==> config.mk <==
export PLATFORM = sky130hd
export DESIGN_NAME = regfile_issue
export DESIGN_NICKNAME = d
export VERILOG_FILES = /design/src/rtl/regfile_issue.sv
export SDC_FILE = /design/constraint.sdc
export NUM_CORES = 1
export LEC_CHECK = 0
export CELL_PAD_IN_SITES_DETAIL_PLACEMENT = 0
export CELL_PAD_IN_SITES_GLOBAL_PLACEMENT = 1
export CORE_ASPECT_RATIO = 1.2
export CORE_MARGIN = 2
export CORE_UTILIZATION = 46
export CTS_BUF_LIST = sky130_fd_sc_hd__clkbuf_16
export DETAILED_ROUTE_END_ITERATION = 7
export GPL_TIMING_DRIVEN = 0
export HOLD_SLACK_MARGIN = 0.06
export MAX_ROUTING_LAYER = met4
export PLACE_DENSITY_LB_ADDON = 0.1
export SYNTH_ARGS = -nofsm -noshare
export SYNTH_HDL_FRONTEND = slang
export SYNTH_SLANG_ARGS = --single-unit
==> constraint.sdc <==
create_clock -name clk -period 3.45 [get_ports clk]
set_clock_uncertainty 0.1 [all_clocks]
set_input_delay 0.8625 -clock clk [delete_from_list [all_inputs] [get_ports clk]]
set_output_delay 0.8625 -clock clk [all_outputs]
set_load 0.02 [all_outputs]
==> src/rtl/regfile_issue.sv <==
// Operand-issue and write-back stage of the POCO 16-bit datapath.
// Holds the register file, the EX operand register and the ALU result write-back.
module regfile_issue #(
  parameter int NREG = 8,
  parameter int W    = 16,
  localparam int AW  = $clog2(NREG)
) (
  input  logic          clk,
  input  logic          rst,
  input  logic          in_valid,
  output logic          in_ready,
  input  logic [AW-1:0] in_rd,
  input  logic [AW-1:0] in_rs,
  input  logic [2:0]    in_com,
  input  logic          in_use_imm,
  input  logic [W-1:0]  in_imm,
  input  logic          in_we,
  input  logic          hold,
  output logic [W-1:0]  alu_a,
  output logic [W-1:0]  alu_b,
  output logic [2:0]    alu_com,
  input  logic [W-1:0]  alu_y,
  output logic          wb_valid,
  output logic [AW-1:0] wb_addr,
  output logic [W-1:0]  wb_data,
  output logic [15:0]   retire_cnt,
  input  logic [AW-1:0] dbg_addr,
  output logic [W-1:0]  dbg_data
);

  logic [W-1:0]  regs [NREG];
  logic          ex_valid;
  logic [W-1:0]  ex_a;
  logic [W-1:0]  ex_b;
  logic [2:0]    ex_com;
  logic [AW-1:0] ex_rd;
  logic          ex_we;

  logic          fwd;
  logic          xfer;
  logic [W-1:0]  a_src;
  logic [W-1:0]  b_src;

  assign in_ready = ~hold;
  assign xfer     = in_valid & in_ready;

  // EX result lands on the same edge that samples the next operands
  assign fwd = ex_valid & ex_we;

  always_comb begin
    a_src = regs[in_rd];
    if (fwd && ex_rd == in_rd)
      a_src = alu_y;
    b_src = in_use_imm ? in_imm : regs[in_rs];
    if (fwd && ex_rd == in_rs && !in_use_imm)
      b_src = alu_y;
  end

  assign wb_valid = ex_valid & ex_we & ~hold;
  assign wb_addr  = ex_rd;
  assign wb_data  = alu_y;

  assign alu_a    = ex_a;
  assign alu_b    = ex_b;
  assign alu_com  = ex_com;
  assign dbg_data = regs[dbg_addr];

  always_ff @(posedge clk) begin
    if (rst) begin
      for (int i = 0; i < NREG; i++)
        regs[i] <= '0;
      ex_valid   <= 1'b0;
      ex_a       <= '0;
      ex_b       <= '0;
      ex_com     <= 3'b000;
      ex_rd      <= '0;
      ex_we      <= 1'b0;
      retire_cnt <= 16'h0000;
    end else begin
      if (wb_valid) begin
        regs[ex_rd] <= alu_y;
        retire_cnt  <= retire_cnt + 16'd1;
      end
      if (!hold) begin
        ex_valid <= in_valid;
        if (xfer) begin
          ex_a   <= a_src;
          ex_b   <= b_src;
          ex_com <= in_com;
          ex_rd  <= in_rd;
          ex_we  <= in_we;
        end
      end
    end
  end

endmodule

==> out/qor.csv, run 1 <==
metric;value;unit
status;complete, no violations;
critPathArrivalTime;2430;ps
synth.yosys.warnings;0;
antenna-diode-count;0;
ys_seq_area_frac;0.4688;
area_growth;21.76;%
crit_buf_inv;3;
crit_family;multiplexers;
fin_nets;1011;
cts_buffer_depth;2;
clkLatencyLatePin;440;ps
post_cts_buffers;0;
remaining_drc_errors;0;
clock_sinks;184;
p_comb_frac;0.156;
slew_headroom;0.3293;
post-route-min-period;3397;ps
fp-row-count;60;
crit_type;input port to output port;
p_leak;4.852;nW
cts_inserted_buffers;17;
dr.pass1.iters;5;
final_area;12900;um^2
start_kind;input port;
clk_pin_slew_worst_paths;70;ps
portBuffers;129;
h-tree-depth;4;
grt_pass1_wl;53390;um
internal_power;3.933;mW
cp_data_required_time;2490;ps
syn-cell-area;10590;um^2
overflow;0;
p_sw_frac;0.2667;
rsz0062_at_grt;false;
syn_area_per_cell;13.04;um^2
num_vias;8160;
ys_types;53;
core_area;22520;um^2
die_area;24260;um^2
die_h;170.2;um
syn_inst;812;
critical_path.max_stage_delay;510;ps
placed_area;12230;um^2
fmax;0.2944;GHz
async_reset_ff_frac;0;
drv_slew;0;
ys.flop_type;edfxtp_1;
crit_chain;clkbuf_4 -> buf_12 -> mux4_2 -> mux2_2 -> dlygate4sd2_1;
setup_ws;52.77;ps
wl_per_cell;30.08;um
p_sw;1.431;mW
grt_pass1_vias;8243;
place.gp.congestion;0.9334;
multi_input_area;5156;um^2
ctsHoldBuffers;0;
drive_gt1_frac;0.1850;
initial_core_util;0.4703;
cp_slowest_cell;mux4_2;
final_antenna_net_count;0;
path_max_fanout;10;
synth_fp_nets;863;
drt_iter0_drc;1101;
cp-end-kind;output port;
fin_crit_sh;0.9847;
final-hold-violation-count;0;
cts-root-buf;clkbuf_16;
nFillCells;1845;
fin_total_pwr;5.363;mW
hold_class;flip-flop to flip-flop;
hpwlAfterDp;24530;um
preCtsSetupSlack;-1083;ps
antenna_found_initial;0;
grt_usage;0.3229;
setup_viol;0;
seq_area;4965;um^2
synth_edf_count;128;
pwr-share-clk;0.378;
grt_max_degree;17;
powerDensity;415.9;nW/um^2
synth-seq-cells;184;
worst_pin_slew;1002;ps
drv_cap;0;
via_per_inst;6.518;
cts_tree;yes;
die_w;142.5;um
p_seq_frac;0.466;
routed_wl;37660;um
vdd_drop_max;339.4;uV
pin_count;138;
## worst min-delay path: stages, from the launching register on
cell	delay (ps)
dfxtp_1	310
nand2_1	50
a21oi_1	50
## stage by stage
step                TNS [ps]    util  std cells  hold slack [ps]
floorplan                  0       -        812            395.4
global placement      -40500  0.5431       1220            352.3
detailed placement    -49180  0.5431       1220            360.1
CTS                        0  0.5726       1252            371.2
global route               0  0.5726       1252            392.3
finish                     0  0.5726       1252            363.2
## cells by family (layout without fill, tap and decap cells)
kind of cell | Yosys count | in the layout | synth area share
buffers and inverters | 84 | 245 | 0.04489
DFF | 184 | 184 | 0.4688
xor gates and xnor gates | 18 | 18 | 0.01488
adders and majority gates | 1 | 1 | 0.001181
and+or+nand+nor | 252 | 252 | 0.1424
muxes | 155 | 155 | 0.2428
AOI/OAI and AO/OA | 118 | 118 | 0.08517
## synth_stat cells, drive strengths merged, types with 5 or more instances
| master | n | area, um^2 |
|---|---|---|
| o21bai | 7 | 52.55 |
| clkbuf | 39 | 150.1 |
| mux2i | 51 | 510.5 |
| buf | 42 | 314.0 |
| and2 | 145 | 907.1 |
| mux4 | 71 | 1689 |
| a22oi | 18 | 135.1 |
| o221ai | 9 | 78.83 |
| nand4 | 5 | 37.53 |
| a222oi | 7 | 70.07 |
| mux2 | 33 | 371.6 |
| a211oi | 7 | 52.55 |
| a21oi | 26 | 130.1 |
| a221o | 16 | 160.2 |
| nand3 | 5 | 25.02 |
| dfxtp | 56 | 1121 |
| nor3 | 13 | 81.33 |
| nand2 | 32 | 120.1 |
| nor2 | 23 | 108.9 |
| a2bb2oi | 16 | 140.1 |
| edfxtp | 128 | 3844 |
| o22ai | 9 | 56.30 |
| or2 | 8 | 50.05 |
| xnor2 | 14 | 122.6 |
## power groups by stage
stage	Clock (mW)	Sequential, mW	Combinational, mW
after CTS	2.03	2.50	0.829
after global placement	0	2.54	0.819
final	2.03	2.50	0.837
after detailed placement	0	2.55	0.828
after floorplan	0	2.55	0.449
after global routing	2.11	2.51	0.868
## final cells by class
| class | count | share of cell area |
|---|---|---|
| Timing Repair Buffer | 129 | 0.09867 |
| Buffer | 81 | 0.04250 |
| Multi-Input combinational cell | 544 | 0.3998 |
| Sequential cell | 184 | 0.3850 |
| Inverter | 3 | 0.0008732 |
| Clock buffer | 18 | 0.03493 |
| Tap cell | 279 | 0.02707 |
| Clock inverter | 14 | 0.01116 |
## layout by cell type (no fill, tap or decap), types with 17 or more instances in the layout
cell / n
edfxtp_1: 128
mux4_1: 24
mux4_2: 47
nand2_1: 32
and2_1: 145
dfxtp_1: 56
clkdlybuf4s50_1: 112
a22oi_1: 18
a21oi_1: 26
mux2_2: 33
nor2_1: 20
clkbuf_16: 18
mux2i_1: 51
clkbuf_1: 31
buf_4: 17
## flip-flops by register name, indices dropped and copies added (netlist names)
name	count
regs	128
alu_a	16
alu_b	16
retire_cnt	16
alu_com	3
wb_addr	3
ex_valid	1
ex_we	1
## per-layer routing
metal  track usage  part of all wire  vias up
met5             -                 0        -
met4        0.1455             0.044        0
met3       0.05712             0.079      108
met2        0.5261              0.49      502
met1        0.3942              0.39     4108
li1              -                 -     3442
## path summary, 6_finish.rpt
kind | cells after the start | endpoint | slack (ps) | from
worst min-delay path | 2 | alu_com[1]$_SDFFE_PP0P_ | 360 | alu_com[1]$_SDFFE_PP0P_
worst min register to register | 2 | alu_com[1]$_SDFFE_PP0P_ | 360 | alu_com[1]$_SDFFE_PP0P_
worst max register to register | 6 | regs[7][13]$_SDFFCE_PN0P_ | 620 | ex_we$_SDFFE_PP0P_
worst max-delay path | 5 | dbg_data[6] | 50 | dbg_addr[0]
## timing repair
item	in CTS	in global routing
endpoints found under the hold margin	0	0
resized for setup	46	0
endpoints found under the setup margin	42	0
(Power assumes the default switching activity.)
==> inputs of run 2 (changes only) <==
Settings changed: SETUP_SLACK_MARGIN set to 0.05.
==> out/qor.csv, run 2 (synthesis gave the netlist of run 1 again) <==
metric;value;unit
status;complete, no violations;
cp_data_required_time;2490;ps
antenna_found_initial;0;
critPathArrivalTime;2410;ps
drive_gt1_frac;0.1867;
vdd_drop_max;339.9;uV
via_per_inst;6.531;
clk_pin_slew_worst_paths;70;ps
grt_max_degree;17;
h-tree-depth;4;
clock_sinks;184;
drv_slew;0;
hpwlAfterDp;24530;um
fp-row-count;60;
cts_buffer_depth;2;
largest_reg_flops;128;
place.gp.congestion;0.9334;
grt_pass1_wl;53480;um
mostFrequentLayoutCell;and2_1;
ctsHoldBuffers;0;
antenna-diode-count;0;
core_area;22520;um^2
initial_core_util;0.4703;
overflow;0;
routed_wl;37750;um
cts_tree;yes;
drt_iter0_drc;1151;
fin_crit_sh;0.9772;
area_growth;22.02;%
start_kind;input port;
layout_common_cells;and2_1, edfxtp_1, clkdlybuf4s50_1;
die_w;142.5;um
remaining_drc_errors;0;
final_area;12920;um^2
placed_area;12230;um^2
cp-end-kind;output port;
setup_viol;0;
hold_class;flip-flop to flip-flop;
wl_per_cell;30.10;um
largest_register;regs;
slew_headroom;0.3141;
p_leak;4.869;nW
drv_cap;0;
fin_nets;1013;
die_h;170.2;um
num_vias;8190;
cts_inserted_buffers;17;
dr.pass1.iters;6;
grt_usage;0.3235;
clkLatencyLatePin;440;ps
fmax;0.2966;GHz
powerDensity;415.7;nW/um^2
pin_count;138;
final_antenna_net_count;0;
portBuffers;129;
grt_pass1_vias;8261;
die_area;24260;um^2
crit_type;input port to output port;
fin_hold_ws;363.8;ps
cts-root-buf;clkbuf_16;
rsz0062_at_grt;true;
path_max_fanout;10;
post-route-min-period;3371;ps
worst_pin_slew;1023;ps
final-hold-violation-count;0;
==> run 2: final timing paths <==
check / endpoint / startpoint / slack (ps) / depth (start not counted)
setup / recovery: dbg_data[6] / dbg_addr[1] / 80 / 5
hold / removal: alu_com[1]$_SDFFE_PP0P_ / alu_com[1]$_SDFFE_PP0P_ / 360 / 2
setup reg to reg: regs[7][9]$_SDFFCE_PN0P_ / ex_we$_SDFFE_PP0P_ / 690 / 6
hold reg to reg: alu_com[1]$_SDFFE_PP0P_ / alu_com[1]$_SDFFE_PP0P_ / 360 / 2
==> run 2: power by group <==
group | internal, mW | switching, mW
sequential | 2.43 | 0.0672
combinational | 0.387 | 0.454
clock | 1.12 | 0.916
==> run 2: critical path, stage by stage <==
cell	delay [ps]
clkdlybuf4s15_2	300
clkbuf_8	280
mux4_2	330
mux2_2	300
dlygate4sd2_1	330
==> run 2: per-layer routing <==
layer | routed length (um) | part of all wire | global-route usage | vias up
met1 | 14300 | 0.38 | 0.3939 | 4106
met4 | 1797 | 0.048 | 0.1464 | 0
met2 | 18530 | 0.49 | 0.5286 | 521
met3 | 3130 | 0.083 | 0.05656 | 125
met5 | 0 | 0 | - | -
li1 | - | - | - | 3438
==> run 2: layout make-up <==
cell class | count | area (um^2)
flip-flops and latches | 184 | 4965
well taps | 279 | 349.1
fillers | 1840 | 9598
clock inverters | 14 | 143.9
clock buffers | 18 | 450.4
plain buffers | 81 | 554.3
repair buffers | 131 | 1294
multi-input cells | 544 | 5156
inverters | 3 | 11.26
==> run 2: stage by stage <==
step | setup slack (ps) | setup TNS [ps] | utilization | total power [mW] | std cells
2_1_floorplan | 264.3 | 0 | - | 3.001 | 812
3_3_place_gp | -1083 | -40500 | 0.5431 | 3.357 | 1220
3_5_place_dp | -1083 | -49180 | 0.5431 | 3.374 | 1220
4_1_cts | 54.81 | 0 | 0.5736 | 5.358 | 1254
5_1_grt | 36.56 | 0 | 0.5738 | 5.493 | 1254
6_report | 78.78 | 0 | 0.5738 | 5.372 | 1254
==> run 2: timing repair <==
item / 4_1_cts / 5_1_grt
gates resized for setup: 47 / 4
endpoints found under the setup margin: 42 / 4
setup buffers: 2 / 0
